$ cat src/rtl/flow_control_ack_gen.sv
// flow_control_ack_gen
//   Downstream end of the flow-control loop. Counts flits consumed from the
//   local input buffer and injects a single-flit UDP ACK carrying the running
//   consumed-flit total into the outgoing 512-bit stream, only at packet
//   boundaries. Every other flit passes through unchanged with one cycle of
//   latency.
// Ports
//   clk, rst                         clock, asynchronous active-high reset
//   consumed                         one-cycle pulse per consumed flit
//   in_data/sop/eop/empty/valid      upstream Avalon-ST stream
//   in_ready                         upstream may advance (0 while rst=1)
//   out_data/sop/eop/empty/valid     merged stream towards the MAC
//   out_ready                        downstream accepts the out_* flit
//   ack_sent_cnt                     number of ACK packets emitted (wraps)
// ACK flit layout (all unlisted bits zero)
//   [415:400] eth_type 0x0800   [399:392] version 4 / ihl 5
//   [327:320] ip protocol 17    [239:224] udp sport  [223:208] udp dport
//   [175:144] ack data = consumed-flit total snapshot (first payload word)
// TOTAL_RST is the reset value of both the total and the last-sent marker;
// it lets the wrap-around path be exercised without 2^32 pulses.
module flow_control_ack_gen #(
  parameter int unsigned      ACK_INTERVAL = 256,
  parameter int unsigned      ACK_DELTA    = 64,
  parameter int unsigned      CNT_W        = 32,
  parameter logic [15:0]      ACK_PKT_PORT = 16'hAC00,
  parameter logic [CNT_W-1:0] TOTAL_RST    = '0
) (
  input  logic         clk,
  input  logic         rst,
  input  logic         consumed,
  input  logic [511:0] in_data,
  input  logic         in_sop,
  input  logic         in_eop,
  input  logic [5:0]   in_empty,
  input  logic         in_valid,
  output logic         in_ready,
  output logic [511:0] out_data,
  output logic         out_sop,
  output logic         out_eop,
  output logic [5:0]   out_empty,
  output logic         out_valid,
  input  logic         out_ready,
  output logic [31:0]  ack_sent_cnt
);

  localparam int unsigned TIMER_W = $clog2(ACK_INTERVAL + 1);
  localparam logic [0:0]  ST_IDLE = 1'b0;
  localparam logic [0:0]  ST_PKT  = 1'b1;

  logic [0:0]       state_q,     state_d;
  logic [CNT_W-1:0] total_q,     total_d;
  logic [CNT_W-1:0] last_sent_q, last_sent_d;
  logic [TIMER_W-1:0] timer_q,   timer_d;
  logic             out_valid_q, out_valid_d;
  logic [511:0]     out_data_q,  out_data_d;
  logic             out_sop_q,   out_sop_d;
  logic             out_eop_q,   out_eop_d;
  logic [5:0]       out_empty_q, out_empty_d;
  logic [31:0]      ack_cnt_q,   ack_cnt_d;

  logic             slot_free;
  logic [CNT_W-1:0] delta;
  logic [CNT_W-1:0] snapshot;
  logic             ack_req;
  logic             ack_load;
  logic             in_ready_int;
  logic             accept;

  function automatic logic [511:0] build_ack(input logic [CNT_W-1:0] value);
    logic [511:0] flit;
    flit            = '0;
    flit[415:400]   = 16'h0800;
    flit[399:392]   = 8'h45;
    flit[327:320]   = 8'd17;
    flit[239:224]   = ACK_PKT_PORT;
    flit[223:208]   = ACK_PKT_PORT;
    flit[175:144]   = 32'(value);
    return flit;
  endfunction

  assign slot_free    = ~out_valid_q | out_ready;
  assign delta        = total_q - last_sent_q;
  // The snapshot includes this cycle's pulse so the ACK is never one behind.
  assign snapshot     = total_q + CNT_W'(consumed);
  assign ack_req      = (delta >= CNT_W'(ACK_DELTA)) |
                        ((timer_q == TIMER_W'(ACK_INTERVAL)) & (delta != '0));
  // ACKs only go out between packets, and win over a waiting sop.
  assign ack_load     = (state_q == ST_IDLE) & ack_req & slot_free;
  assign in_ready_int = slot_free & ~ack_load;
  assign accept       = in_valid & in_ready_int;
  assign in_ready     = in_ready_int & ~rst;

  always_comb begin
    state_d     = state_q;
    total_d     = snapshot;
    last_sent_d = last_sent_q;
    timer_d     = timer_q;
    out_valid_d = out_valid_q;
    out_data_d  = out_data_q;
    out_sop_d   = out_sop_q;
    out_eop_d   = out_eop_q;
    out_empty_d = out_empty_q;
    ack_cnt_d   = ack_cnt_q;

    if (ack_load) begin
      out_valid_d = 1'b1;
      out_data_d  = build_ack(snapshot);
      out_sop_d   = 1'b1;
      out_eop_d   = 1'b1;
      out_empty_d = 6'd0;
      last_sent_d = snapshot;
      timer_d     = '0;
      ack_cnt_d   = ack_cnt_q + 32'd1;
    end else begin
      if ((delta != '0) && (timer_q != TIMER_W'(ACK_INTERVAL))) begin
        timer_d = timer_q + TIMER_W'(1);
      end
      if (accept) begin
        out_valid_d = 1'b1;
        out_data_d  = in_data;
        out_sop_d   = in_sop;
        out_eop_d   = in_eop;
        out_empty_d = in_empty;
        if ((state_q == ST_IDLE) && in_sop && !in_eop) begin
          state_d = ST_PKT;
        end else if ((state_q == ST_PKT) && in_eop) begin
          state_d = ST_IDLE;
        end
      end else if (slot_free) begin
        out_valid_d = 1'b0;
      end
    end
  end

  always_ff @(posedge clk or posedge rst) begin
    if (rst) begin
      state_q     <= ST_IDLE;
      total_q     <= TOTAL_RST;
      last_sent_q <= TOTAL_RST;
      timer_q     <= '0;
      out_valid_q <= 1'b0;
      out_data_q  <= '0;
      out_sop_q   <= 1'b0;
      out_eop_q   <= 1'b0;
      out_empty_q <= 6'd0;
      ack_cnt_q   <= 32'd0;
    end else begin
      state_q     <= state_d;
      total_q     <= total_d;
      last_sent_q <= last_sent_d;
      timer_q     <= timer_d;
      out_valid_q <= out_valid_d;
      out_data_q  <= out_data_d;
      out_sop_q   <= out_sop_d;
      out_eop_q   <= out_eop_d;
      out_empty_q <= out_empty_d;
      ack_cnt_q   <= ack_cnt_d;
    end
  end

  assign out_valid    = out_valid_q;
  assign out_data     = out_data_q;
  assign out_sop      = out_sop_q;
  assign out_eop      = out_eop_q;
  assign out_empty    = out_empty_q;
  assign ack_sent_cnt = ack_cnt_q;

endmodule
$ cat config.mk
export PLATFORM = sky130hd
export DESIGN_NAME = flow_control_ack_gen
export DESIGN_NICKNAME = d
export VERILOG_FILES = /design/src/rtl/flow_control_ack_gen.sv
export SDC_FILE = /design/constraint.sdc
export NUM_CORES = 1
export LEC_CHECK = 0
export CORE_AREA = 2 2 426 428
export DETAILED_ROUTE_END_ITERATION = 8
export DIE_AREA = 0 0 428 430
export GPL_TIMING_DRIVEN = 0
export PLACE_DENSITY = 0.44
export SYNTH_ARGS = -nofsm -noshare
export SYNTH_HDL_FRONTEND = slang
export SYNTH_SLANG_ARGS = --single-unit
export TNS_END_PERCENT = 20
$ cat constraint.sdc
create_clock -name clk -period 50.9 [get_ports clk]
set_clock_uncertainty 0.2 [all_clocks]
set_input_delay 15.27 -clock clk [delete_from_list [all_inputs] [get_ports clk]]
set_output_delay 15.27 -clock clk [all_outputs]
set_load 0.01 [all_outputs]
==> impl_metrics.py, run 1 <==
metrics = {
    "run_status": {
        "status": "complete, no violations",
    },
    "floorplanning": {
        "initial_core_util_pct": 14.3,
        "core_region_area_um2": 180000,
        "fp.dieW_um": 428,
        "dieArea_um2": 184000,
        "top_level_ports": 1079,
        "die_y_um": 430,
        "placementRows": 156,
    },
    "finish": {
        "fin_util_pct": 23.7,
        "nNetsFinal": 3708,
        "fillers": 19190,
        "drive_gt1_share_pct": 8.72,
        "final-seq-area_um2": 15700,
        "multiInputGateArea_um2": 8520,
        "layout-area-overhead-vs-synth_pct": 65.5,
    },
    "clocking": {
        "clockRootBuffer": "clkbuf_16",
        "clk_pin_slew_ps": 60,
        "clk_path_buf_depth": 3,
        "post_cts_resized": 0,
        "post-cts-setup-buffer-count": 0,
        "tritoncts": "built",
        "cts_buffers": 82,
        "ctsHoldBuffers": 0,
        "cts_sinks": 627,
        "clock_latency_ps": 730,
        "h-tree-depth": 3,
    },
    "place": {
        "port_buffers": 1078,
        "dp_hpwl_um": 142000,
        "place_ws_ps": 18490,
        "gp_congestion": 0.892,
    },
    "sta": {
        "worst_pin_slew_ps": 1390,
        "maxSlewHeadroom_pct": 6.87,
        "setup_viol": 0,
        "finalWorstSetupSlack_ps": 18500,
        "fin_crit_sh_pct": 63.7,
        "slew_viol_final": 0,
        "finalHoldViolCount": 0,
        "period_needed_ps": 32400,
        "rsz0062_at_grt": "no",
        "timing.fmax_mhz": 30.9,
        "tns_ps": 0,
    },
    "yosys": {
        "ys_seq_area_share_pct": 61.0,
        "synth_nets": 2538,
        "ys.warnings.count": 0,
        "synthFlopType": "dfrtp_1",
        "synth-edff-count": 0,
        "synth_cells": 1976,
        "syn_area_per_cell_um2": 13.0,
        "ys_ff_latch": 627,
        "syn-cell-area_um2": 25700,
        "synthArstFlopShare_pct": 100,
        "ys_types": 73,
    },
    "global_routing": {
        "grt_util_all_layers_pct": 17.9,
        "grt_antenna_before_repair": 57,
        "grt_max_degree": 110,
        "grt_pass1_vias": 22947,
        "grt-ovfl-total": 0,
        "grt_first_pass_wirelength_um": 223000,
    },
    "drt": {
        "vias": 22535,
        "postRouteAntennaNets": 0,
        "drc_errors": 0,
        "wl_um": 171000,
        "vias_per_cell": 4.03,
        "drtIter0Drc": 1435,
        "drt_pass1_iterations": 5,
        "wl_per_cell_um": 30.5,
    },
    "worst_setup_path": {
        "worstPathRequired_ps": 35430,
        "cp-start-kind": "primary input",
        "worst_setup_path_end_kind": "output pin",
        "worstPathArrival_ps": 16930,
        "r2r-start": "total_q[5]",
        "r2r_end": "out_data[159]",
        "crit_type": "in -> out",
        "r2r_cells": 15,
        "regToRegSetupSlack_ps": 44540,
        "cp_max_fo": 6,
    },
    "pwr": {
        "vdd_drop_max_v": 0.0000297,
        "cellLeakagePower_uw": 0.0182,
        "pwr_density_cell_nw_per_um2": 32.0,
    },
    "job": {
        "max-cap-violations": 0,
    },
    "worst_hold_path": {
        "hold_depth": 1,
        "hold_path_class": "reg -> reg",
        "hold_start": "last_sent_q[27]",
        "holdPathEnd": "last_sent_q[27]",
    },
}
Yosys cell counts, types with 15 or more instances:
cell | number | share of area, %
o221ai_1 | 22 | 0.75
nand2_1 | 54 | 0.79
a21o_1 | 18 | 0.53
dfrtp_1 | 627 | 61
buf_8 | 36 | 2.1
clkbuf_1 | 24 | 0.35
a22o_1 | 473 | 16
xnor2_1 | 63 | 2.1
a21oi_1 | 46 | 0.89
nand3_1 | 72 | 1.4
buf_6 | 15 | 0.66
and3_1 | 34 | 0.83
nor2_1 | 34 | 0.50
buf_2 | 55 | 1.1
nor3_1 | 17 | 0.33
o21ai_0 | 40 | 0.78
nand4_1 | 29 | 0.71
ha_1 | 36 | 1.8
inv_1 | 94 | 1.4
o22a_1 | 15 | 0.51
critical path: stages:
cell and delay, ps:
clkdlybuf4s50_1 530, nor2b_1 140, nor3_1 260, clkdlybuf4s50_1 710
final cells by class:
cell class / count / area share, %
sequential: 627 / 36.8
timing repair buffer: 1086 / 25.8
multi-input combinational: 1111 / 20.0
tap: 2370 / 6.96
clock buffer: 117 / 5.64
buffer: 144 / 2.75
clock inverter: 31 / 1.13
inverter: 94 / 0.846
antenna: 9 / 0.0529
state kept, by name, summed over array words and instances (netlist names):
register      cells
last_sent_q      32
state_q           1
out_valid         1
ack_sent_cnt     32
timer_q           9
out_data        512
out_sop           1
out_empty         6
out_eop           1
total_q          32
routing by layer:
metal  global-route usage (%)  part of all wire, %
met2                     29.1                   47
met1                     19.1                   36
met3                     11.6                   14
met5                        0               0.0076
met4                     5.05                  2.9
stage by stage:
stage	hold slack (ps)	instance area (µm²)	std cells	total power (µW)
CTS	283	42600	5579	1380
floorplan	249	25700	1976	640
global route	294	42600	5586	1420
global placement	263	39500	5424	743
finish	279	42600	5589	1360
detailed placement	270	39700	5431	743
worst max-delay path by stage:
stage,start,to,slack [ps],cells after the start
floorplan,rst,ack_sent_cnt[0],17870,1
global placement,rst,out_data[190],7380,2
CTS,out_ready,in_ready,18490,4
detailed placement,out_ready,in_ready,18490,4
finish,out_ready,in_ready,18500,4
global route,out_ready,in_ready,18460,4
where the power goes:
part	internal (µW)	total, µW	switching (µW)
logic	99.9	214	115
clock network	372	628	257
registers	509	520	10.5
placed cells by master, fill, tap and decap left out, types with 8 or more instances in the layout:
master	n
clkdlybuf4s50_1	1078
a31oi_1	9
buf_2	56
buf_4	13
clkbuf_1	37
a22o_1	473
buf_6	15
diode_2	9
nor2_1	34
nand2_1	54
clkbuf_16	82
xnor2_1	63
xor2_1	13
ha_1	36
o211ai_1	8
o21ai_0	40
buf_8	36
and3_1	34
bufinv_16	8
or3_1	10
clkinv_2	12
nand4_1	29
nor3_1	17
inv_1	93
a21oi_1	46
o22a_1	15
a221o_1	11
dfrtp_1	627
clkbuf_8	22
a21o_1	18
o221ai_1	22
nand3_1	72
kinds of logic after synthesis:
| kind of cell | Yosys count | synth area share, % |
|---|---|---|
| AO/OA/AOI/OAI | 702 | 22.5 |
| flip-flops | 627 | 61.0 |
| AND/OR/NAND/NOR | 290 | 5.94 |
| buffers and inverters | 238 | 5.93 |
| XOR/XNOR | 76 | 2.59 |
| adder cells (fa/ha/maj) | 37 | 1.83 |
| multiplexers | 6 | 0.248 |
No activity file was read; power rests on OpenSTA's default activity.
==> inputs of run 2 (changes only) <==
PLACE_DENSITY = 0.45   (was 0.44)
clock period = 27.8 ns   (was 50.9 ns; I/O delays follow)
==> run 2 against run 1 <==
Against the previous run:
- cell area hardly changed
- via count is 0.19% higher
- non-clock buffer count is 1 lower
- sequential power is 83% higher
- clock power is 82% higher
- die area stayed put
- combinational power is 85% higher
- highest routed layer is now met4
==> impl_metrics.py, run 2 (synthesis gave the netlist of run 1 again) <==
metrics = {
    "floorplanning": {
        "core_region_area_um2": 180000,
        "initial_core_util_pct": 14.3,
        "die_y_um": 430,
        "top_level_ports": 1079,
        "placementRows": 156,
        "dieArea_um2": 184000,
        "fp.dieW_um": 428,
    },
    "drt": {
        "postRouteAntennaNets": 0,
        "wl_um": 168000,
        "wl_per_cell_um": 30.1,
        "vias_per_cell": 4.04,
        "vias": 22578,
        "drt_pass1_iterations": 7,
        "drc_errors": 0,
        "drtIter0Drc": 1427,
    },
    "global_routing": {
        "grt_antenna_before_repair": 54,
        "grt_util_all_layers_pct": 17.7,
        "met3_usage_pct": 10.8,
        "grt-ovfl-total": 0,
        "grt_first_pass_wirelength_um": 221000,
        "grt_max_degree": 122,
        "grt_use_met2_pct": 28.6,
        "grt_pass1_vias": 22793,
        "grt_use_met1_pct": 19.3,
        "top_usage_layer": "met2",
    },
    "finish": {
        "largest_register_ff_count": 512,
        "final_cells": 5586,
        "fin_util_pct": 23.7,
        "layout-area-overhead-vs-synth_pct": 65.4,
        "final_common_cell": "clkdlybuf4s50_1",
        "mostFrequentLayoutCells": "clkdlybuf4s50_1, dfrtp_1, a22o_1",
        "drive_gt1_share_pct": 8.75,
        "nNetsFinal": 3707,
    },
    "pwr": {
        "pwr_density_cell_nw_per_um2": 58.5,
        "p_total_uw": 2490,
        "switchingPower_uw": 700,
        "p_seq_share_pct": 38.3,
        "cellLeakagePower_uw": 0.0182,
        "clkPwrFrac_pct": 45.8,
        "pwr-share-comb_pct": 15.9,
        "p_int_uw": 1790,
        "vdd_drop_max_v": 0.0000364,
        "switching_share_pct": 28.1,
    },
    "sta": {
        "period_needed_ps": 18570,
        "slew_viol_final": 0,
        "rsz0062_at_grt": "no",
        "setup_viol": 0,
        "fin_crit_sh_pct": 66.8,
        "maxSlewHeadroom_pct": 26.8,
        "finalHoldViolCount": 0,
        "timing.fmax_mhz": 53.8,
        "worst_pin_slew_ps": 1090,
    },
    "worst_setup_path": {
        "crit_top_cell": "clkdlybuf4s50_1",
        "worstPathCellList": "clkdlybuf4s50_1 -> nor2b_1 -> nor3_1 -> clkdlybuf4s50_1",
        "worst_setup_path_end_kind": "output pin",
        "cp-start-kind": "primary input",
        "slowest_delay_ps": 590,
        "crit_type": "in -> out",
        "worstPathArrival_ps": 10030,
        "critPathTopFamily": "buffers and inverters",
        "cp_max_fo": 6,
        "slowest_stage": "clkdlybuf4s50_1",
        "path_buf_inv": 2,
        "worstPathRequired_ps": 19260,
    },
    "place": {
        "dp_cells": 5431,
        "gp_congestion": 0.897,
        "dp_hpwl_um": 139000,
        "port_buffers": 1078,
    },
    "clocking": {
        "clk_pin_slew_ps": 50,
        "clockRootBuffer": "clkbuf_16",
        "clk_path_buf_depth": 3,
        "h-tree-depth": 3,
        "tritoncts": "built",
        "ctsHoldBuffers": 0,
        "post_cts_resized": 0,
        "post-cts-setup-buffer-count": 0,
        "clock_latency_ps": 700,
        "cts_buffers": 82,
        "cts_sinks": 627,
    },
    "run_status": {
        "status": "complete, no violations",
    },
    "worst_hold_path": {
        "hold_path_class": "reg -> reg",
    },
    "job": {
        "max-cap-violations": 0,
    },
}
## run 2: changes by cell type in the layout (fill, tap and decap cells not counted), moves of 2 or more
cell       change
clkinv_2       +2
clkinv_8       -2
clkbuf_16      +2
clkbuf_8       -4
diode_2        -4
clkinv_4       +2
## run 2: through the flow
step	setup TNS, ps	setup WS, ps	hold WS, ps	cell area, µm²
after floorplan	0	1700	249	25700
after global placement	-5272340	-8600	264	39500
after detailed placement	0	9210	270	39700
after CTS	0	9200	282	42500
after global routing	0	9180	296	42500
final	0	9230	278	42500
## run 2: power by group through the flow
stage               Combinational, µW  Sequential, µW  Clock, µW
floorplan                         204             969          0
global placement                  391             971          0
finish                            395             953       1140
CTS                               397             953       1180
detailed placement                394             969          0
global route                      430             955       1210
## run 2: area by class of cell
cell class	count	area, µm²
fillers	19087	137000
flip-flops and latches	627	15700
repair buffers	1085	11000
multi-input cells	1111	8520
well taps	2370	2970
clock buffers	116	2400
plain buffers	144	1170
clock inverters	34	454
inverters	94	360
diodes	5	12.5
## run 2: per-layer routing
metal	wire, µm	vias up
met4	4970	0
met5	0	-
met2	78300	1022
met3	23000	213
met1	61700	11472
li1	-	9871
## run 2: path summary, 6_finish.rpt
kind                                   from                to  slack (ps)  cells after the start
max                               out_ready          in_ready        9230                      4
min reg2reg                ack_sent_cnt[31]  ack_sent_cnt[31]         280                      1
min in group asynchronous               rst    last_sent_q[0]        8030                      2
min                        ack_sent_cnt[31]  ack_sent_cnt[31]         280                      1
max in group asynchronous               rst     out_data[248]       17350                      5
max reg2reg                      total_q[5]     out_data[177]       21600                     13
